--- config.mk ---
export PLATFORM = sky130hd
export DESIGN_NAME = mux_scan_n_to_1
export DESIGN_NICKNAME = d
export VERILOG_FILES = /design/src/rtl/mux_scan_n_to_1.sv
export SDC_FILE = /design/constraint.sdc
export NUM_CORES = 1
export LEC_CHECK = 0
export CAP_MARGIN = 20
export CORE_MARGIN = 5
export CORE_UTILIZATION = 44
export CTS_BUF_LIST = sky130_fd_sc_hd__clkbuf_4
export DETAILED_ROUTE_END_ITERATION = 12
export PLACE_DENSITY = 0.77
export SLEW_MARGIN = 0
export SYNTH_ARGS = -nofsm -noshare
export SYNTH_HDL_FRONTEND = slang
export SYNTH_SLANG_ARGS = --single-unit
--- constraint.sdc ---
create_clock -name clk -period 3.2 [get_ports clk]
set_clock_uncertainty 0.1 [all_clocks]
set_input_delay 0.32 -clock clk [delete_from_list [all_inputs] [get_ports clk]]
set_output_delay 0.32 -clock clk [all_outputs]
set_load 0.01 [all_outputs]
--- src/rtl/mux_scan_n_to_1.sv ---
// Registered N-to-1 channel selector with manual select and an auto-scan mode
// that round-robins over enabled channels with a programmable dwell time.
module mux_scan_n_to_1 #(
  parameter int unsigned CH_NUM  = 8,
  parameter int unsigned SEL_W   = 3,
  parameter int unsigned DATA_W  = 1,
  parameter int unsigned DWELL_W = 8
) (
  input  logic                     clk,
  input  logic                     rst_n,
  input  logic                     mode,
  input  logic [SEL_W-1:0]         sel,
  input  logic [CH_NUM*DATA_W-1:0] din,
  input  logic [CH_NUM-1:0]        ch_en,
  input  logic [DWELL_W-1:0]       dwell,
  output logic [DATA_W-1:0]        dout,
  output logic [SEL_W-1:0]         dout_ch,
  output logic                     dout_valid,
  output logic                     scan_wrap
);

  localparam int unsigned CH_LAST = CH_NUM - 1;

  typedef enum logic [1:0] {
    ST_MANUAL = 2'd0,
    ST_SCAN   = 2'd1,
    ST_STALL  = 2'd2
  } state_e;

  state_e               state_q, state_d;
  logic [SEL_W-1:0]     cur_ch_q, cur_ch_d;
  logic [DWELL_W-1:0]   dwell_cnt_q, dwell_cnt_d;
  logic [DATA_W-1:0]    dout_q, dout_d;
  logic [SEL_W-1:0]     dout_ch_q, dout_ch_d;
  logic                 dout_valid_q, dout_valid_d;
  logic                 scan_wrap_q, scan_wrap_d;

  logic [SEL_W-1:0]     sel_cl;
  logic [SEL_W-1:0]     low_ch;
  logic [SEL_W-1:0]     up_ch;
  logic                 low_found;
  logic                 up_found;
  logic                 any_en;

  // Clamp manual select; find lowest enabled channel and next one above cur_ch
  always_comb begin
    sel_cl    = (32'(sel) > CH_LAST) ? SEL_W'(CH_LAST) : sel;
    low_ch    = '0;
    up_ch     = '0;
    low_found = 1'b0;
    up_found  = 1'b0;
    for (int unsigned k = 0; k < CH_NUM; k++) begin
      if (ch_en[k] && !low_found) begin
        low_ch    = SEL_W'(k);
        low_found = 1'b1;
      end
      if (ch_en[k] && !up_found && (SEL_W'(k) > cur_ch_q)) begin
        up_ch    = SEL_W'(k);
        up_found = 1'b1;
      end
    end
  end

  assign any_en = |ch_en;

  // Next-state and registered-output computation; outputs show the channel
  // the scan will be on after this edge, so each channel is visible dwell+1 cycles
  always_comb begin
    state_d      = state_q;
    cur_ch_d     = cur_ch_q;
    dwell_cnt_d  = dwell_cnt_q;
    dout_ch_d    = dout_ch_q;
    dout_valid_d = 1'b0;
    scan_wrap_d  = 1'b0;
    dout_d       = dout_q;

    if (!mode) begin
      state_d      = ST_MANUAL;
      dout_ch_d    = sel_cl;
      dout_valid_d = 1'b1;
    end else begin
      case (state_q)
        ST_SCAN: begin
          // >= so a shrinking dwell forces an advance instead of a long wrap
          if (dwell_cnt_q >= dwell) begin
            dwell_cnt_d = '0;
            if (up_found) begin
              cur_ch_d = up_ch;
            end else if (any_en) begin
              cur_ch_d    = low_ch;
              scan_wrap_d = 1'b1;
            end else begin
              state_d = ST_STALL;
            end
          end else begin
            dwell_cnt_d = dwell_cnt_q + DWELL_W'(1);
          end
        end
        default: begin
          if (any_en) begin
            state_d     = ST_SCAN;
            cur_ch_d    = low_ch;
            dwell_cnt_d = '0;
          end else begin
            state_d = ST_STALL;
          end
        end
      endcase
      if (state_d == ST_SCAN) begin
        dout_ch_d    = cur_ch_d;
        dout_valid_d = 1'b1;
      end
    end

    if (dout_valid_d) begin
      dout_d = din[32'(dout_ch_d) * DATA_W +: DATA_W];
    end
  end

  always_ff @(posedge clk or negedge rst_n) begin
    if (!rst_n) begin
      state_q      <= ST_MANUAL;
      cur_ch_q     <= '0;
      dwell_cnt_q  <= '0;
      dout_q       <= '0;
      dout_ch_q    <= '0;
      dout_valid_q <= 1'b0;
      scan_wrap_q  <= 1'b0;
    end else begin
      state_q      <= state_d;
      cur_ch_q     <= cur_ch_d;
      dwell_cnt_q  <= dwell_cnt_d;
      dout_q       <= dout_d;
      dout_ch_q    <= dout_ch_d;
      dout_valid_q <= dout_valid_d;
      scan_wrap_q  <= scan_wrap_d;
    end
  end

  assign dout       = dout_q;
  assign dout_ch    = dout_ch_q;
  assign dout_valid = dout_valid_q;
  assign scan_wrap  = scan_wrap_q;

endmodule

## Word-level counts from Yosys, hierarchy flattened

Cells that the tools add are included.

| word-level totals | value |
|---|---|
| flip-flop bits (word level) | 19 |
| bits of input ports | 30 |
| output and inout bits | 6 |
| logic and storage cells | 111 |

| cells by class | value |
|---|---|
| $add $sub $neg | 1 |
| magnitude comparators | 9 |
| equality and inequality tests | 2 |
| shifts and indexed selects | 1 |
| mux-type cells | 52 |
| reductions and logical operators | 39 |

Operator list:

| operator | number |
|---|---|
| $mux 3 | 17 |
| $mux 1 | 24 |
| $mux 8 | 3 |
| $logic_and 1x1->1 | 22 |
| $mux 2 | 8 |
| $logic_not 1->1 | 14 |
| $gt 3x3->1 const A | 4 |
| $add 8x1->8 const B | 1 |
| $ge 8x8->1 | 1 |
| $reduce_or 8->1 | 1 |
| $shiftx 8x4->1 | 1 |
| $gt 1x3->1 const A | 2 |
| $gt 2x3->1 const A | 2 |
| $eq 2x1->1 const B | 2 |
| $reduce_and 2->1 | 1 |
| $reduce_bool 2->1 | 1 |

## Longest topological paths before layout

| depth | value |
|---|---|
| word-level depth | 39 |
| gate-level depth with buffers | 14 |
| mapped depth without buffers | 12 |

## Worst setup path after synthesis

OpenSTA, ideal clock, no wires.

| timing path | value |
|---|---|
| path kind | reg-to-reg |
| start | reg dwell_cnt_q[0] |
| end | reg dout_q, in the netlist dout |
| setup time | 124 ps |
| data arrival time | 2,825 ps |
| data required time | 2,976 ps |
| slack | 151 ps |
| cell stages (with the launch flop) | 15 |
| buffers on the path | 2 |
| cell sequence | dfrtp_1 -> inv_1 -> ha_1 -> nand2b_1 -> a211o_1 -> a21oi_1 -> o21a_1 -> buf_2 -> nor2_4 -> a221oi_2 -> or2_1 -> buf_6 -> mux2_4 -> o2111a_1 -> a211o_1 |

| between the ends | value |
|---|---|
| word-level cells in the longest chain between the ends | 8 |
| elaborated cells between the ends (all ways) | 12 |
| classes of those cells | 1 x order compare; 1 x eq/ne; 1 x shift; 9 x mux |

Ends and longest elaborated chain:

| element | RTL line | source |
|---|---|---|
| start, declared | 32 | `logic [DWELL_W-1:0] dwell_cnt_q, dwell_cnt_d;` |
| start signal, assigned | 132 | `dwell_cnt_q <= dwell_cnt_d;` |
| $ge 8x8->1 * | 85 | `if (dwell_cnt_q >= dwell) begin` |
| $mux 2 | 85 |  |
| $mux 2 | 82 | `case (state_q)` |
| $mux 2 | 77 | `if (!mode) begin` |
| $eq 2x1->1 | 109 | `if (state_d == ST_SCAN) begin` |
| $mux 3 * | 109 |  |
| $mux 3 * | 77 |  |
| named net dout_ch_d[2] | 34 | `logic [SEL_W-1:0] dout_ch_q, dout_ch_d;` |
| $shiftx 8x4->1 * | 116 | `dout_d = din[32'(dout_ch_d) * DATA_W +: DATA_W];` |
| end signal, assigned | 133 | `dout_q <= dout_d;` |
| end, declared | 33 | `logic [DATA_W-1:0] dout_q, dout_d;` |

The timed path passes the listed nets; every way through them passes the cells marked *. The select of a mux whose other input is x is not followed.
A chain may end at the register's enable or synchronous reset.

## Worst setup path in the final report

| timing path | value |
|---|---|
| start | in dwell[5] |
| end | reg dout_q, in the netlist dout |

| between the ends | value |
|---|---|
| word-level cells in the longest chain between the ends | 8 |
| elaborated cells between the ends (all ways) | 12 |
| classes of those cells | 1 x order compare; 1 x eq/ne; 1 x shift; 9 x mux |

Ends and longest elaborated chain:

| element | RTL line | source |
|---|---|---|
| start, declared | 15 | `input logic [DWELL_W-1:0] dwell,` |
| $ge 8x8->1 * | 85 |  |
| $mux 2 | 85 |  |
| $mux 2 | 82 |  |
| $mux 2 | 77 |  |
| $eq 2x1->1 | 109 |  |
| $mux 3 | 109 |  |
| $mux 3 | 77 |  |
| $shiftx 8x4->1 | 116 |  |

Every way passes the cells marked *; elsewhere a longest branch is shown, timed or not. The select of a mux whose other input is x is not followed.

==> metrics <==
status complete, no violations; TritonCTS buffer count 3; Crit path largest cell delay 0.46 ns; core area 3280 um2; cell internal pwr 429 uW; Finished Core Util 0.628; Fillers ~280; hold crit path type input port to asynchronous set/reset pin; GR Util All Layers 0.173; Yosys reg bits 19; CP startpoint kind input port; slowest CP cell clkdlybuf4s50_1; post-route setup TNS 0 ns; initial core utilization 0.445; # H-tree levels 1; io pins 36; nets@finish 272; Arrival @ worst endpoint around 3.2 ns; # rows 21; metal2 WL roughly 1.7 mm; Wirelength per Cell 12.9 um; final hold vios 0; max_slew headroom 0.446; Port Buffers 35; Clk pwr share 0.216; Worst-path clk slew ~0.11 ns; die height 67.6 um; R2R cell count 12; grt ovf 0; cts hold-fix bufs 0; Logic pwr share 0.341; Design Power between 600 and 700 uW; Max VDD drop 0.247 mV; Diodes inserted 0; Primary FF master, synth dfrtp_1; Avg Cell Area, Syn 8.35 um2; Final GP Congestion 0.892; Switching Fraction 0.300; Static Leak 0.000936 uW; share of layout cells above drive strength 1 0.168; Die X 67.6 um; Psw between 150 and 200 uW; worst skew pair latency 0.30 ns; number of synthesized flops with an enable pin 0; nature of the critical path endpoint flop; cell taking the most area after synthesis dfrtp_1; DR iter-0 viols 68; vias in the first global route 1,465; CP required roughly 3.3 ns; most frequent cell after synthesis o21ai_0; crit path time final 3.06 ns; part of the Yosys area used for sequential elements 0.325; Synth area leaders dfrtp_1 (33%), ha_1 (7.7%), o21ai_0 (7.2%), nor2_1 (4.1%), inv_1 (3.9%); DR top layer met4; Met3 Wirelength ~190 um; Synth warnings 0; largest net degree at the start of global routing 20; dpl hpwl 2.88 mm; Fmax 327 MHz; initial antenna violation count 0; via count 1,472; Worst Hold Slack 0.384 ns; met1 WL 1.63 mm; Post-synth ARST share 1.00; placed cells 274; global-route wire length before repair a little over 6 mm; Commonest cells post-synth o21ai_0 (21), dfrtp_1 (19), nor2_1 (16); CP Cell Sequence clkdlybuf4s50_1 -> inv_1 -> ha_1 -> o21ai_0 -> o21ai_1 -> a21oi_2 -> nor2_2 -> mux2_2 -> a221oi_2 -> or2_1 -> mux2_4 -> o2111a_1 -> a211o_1; Finished Layout Cells 278; Seq pwr share 0.442; critical-path maximum fanout 3; CTS root buffer clkbuf_4; Via density 5.29; Slew @ Worst Pin 0.828 ns; Residual DRC 0; Die Area 4570 um2; top cell type's share of synthesized area 0.325; Sink Count 19; CP Class input port to flop; Synth cell types between 40 and 50; Area Overhead vs Synth 41.1%; max-slew violation total from the final report 0; clock buffer depth 2; first-pass detailed-route iteration total 4; final setup fails 0; area of the mapped netlist 1460 um2; Max Cap Viol 0; Final Cycle Share 0.956; Syn Nets ~210; PwrDens 297 nW/um2; drt total wl 3.58 mm; Final ANT Viol Nets 0; CTS tree done; Mapped Cells 175
## state kept, by name, indices dropped and copies added (netlist names)
signal / count
cur_ch_q: 3
dwell_cnt_q: 8
state_q: 2
dout_ch: 3
dout_valid: 1
dout: 1
scan_wrap: 1
## worst paths after layout
path	to	from	slack (ns)
worst max register to register	dout$_DFFE_PN0P_	dwell_cnt_q[0]$_DFFE_PN0P_	0.19
min in group clk	dwell_cnt_q[3]$_DFFE_PN0P_	dwell_cnt_q[3]$_DFFE_PN0P_	0.43
worst min-delay path	dout_ch[1]$_DFF_PN0_	rst_n	0.38
worst max-delay path	dout$_DFFE_PN0P_	dwell[5]	0.14
max in group asynchronous	dwell_cnt_q[3]$_DFFE_PN0P_	rst_n	2.11
worst min register to register	dwell_cnt_q[3]$_DFFE_PN0P_	dwell_cnt_q[3]$_DFFE_PN0P_	0.43
## power groups by stage
| stage | logic, uW | clock network, uW | registers [uW] |
|---|---|---|---|
| final | 209 | 133 | 271 |
| after global routing | 233 | 147 | 274 |
| after CTS | 208 | 134 | 271 |
| after detailed placement | 207 | 0 | 275 |
| after global placement | 204 | 0 | 276 |
| after floorplan | 98.9 | 0 | 275 |
## critical path, delay by kind of cell
family	cells	cell delay, ns
AOI/OAI and AO/OA	6	1.05
adders and majority gates	1	0.28
buffers and inverters	2	0.51
muxes	2	0.68
and+or+nand+nor	2	0.30
## layout by cell type, fill, tap and decap left out, types with 6 or more instances in the layout
cell type,count
clkdlybuf4s50_1,35
buf_4,24
o21ai_0,21
dfrtp_1,19
inv_1,15
nor2_1,14
nand2_1,13
ha_1,9
nand3_1,7
a21oi_1,6
and3_1,6
## stage by stage
stage / setup WS [ns] / cell area (um2)
after detailed placement: -0.269 / 2020
final: 0.139 / 2060
after floorplan: 0.151 / 1460
after global placement: -0.192 / 2020
after CTS: 0.0493 / 2050
after global routing: -0.0228 / 2060
## what timing repair did
action / in CTS / in global routing
buffers inserted: 0 / 0
gates resized for setup: 0 / 4
setup endpoints to repair: 0 / 1
## area by class of cell
class                      instances  area (um2)  area share
multi-input combinational        135         912       0.442
clock buffer                       4        30.0      0.0146
timing repair buffer              59         531       0.257
sequential                        19         475       0.231
tap                               46        57.6      0.0279
inverter                          15        56.3      0.0273
## layer usage
metal  GRT usage  vias up
li1            -      752
met1       0.212      677
met2       0.310       40
met3      0.0333        3
met4      0.0380        0
met5           0        -
## kinds of logic after synthesis
logic type / Yosys count / share of synthesized area
buffers and inverters: 21 / 0.0599
AOI/OAI and AO/OA: 57 / 0.261
xor gates and xnor gates: 2 / 0.0120
and+or+nand+nor: 62 / 0.226
DFF: 19 / 0.325
muxes: 5 / 0.0385
adders and majority gates: 9 / 0.0771
No activity file was read; power rests on OpenSTA's default activity.
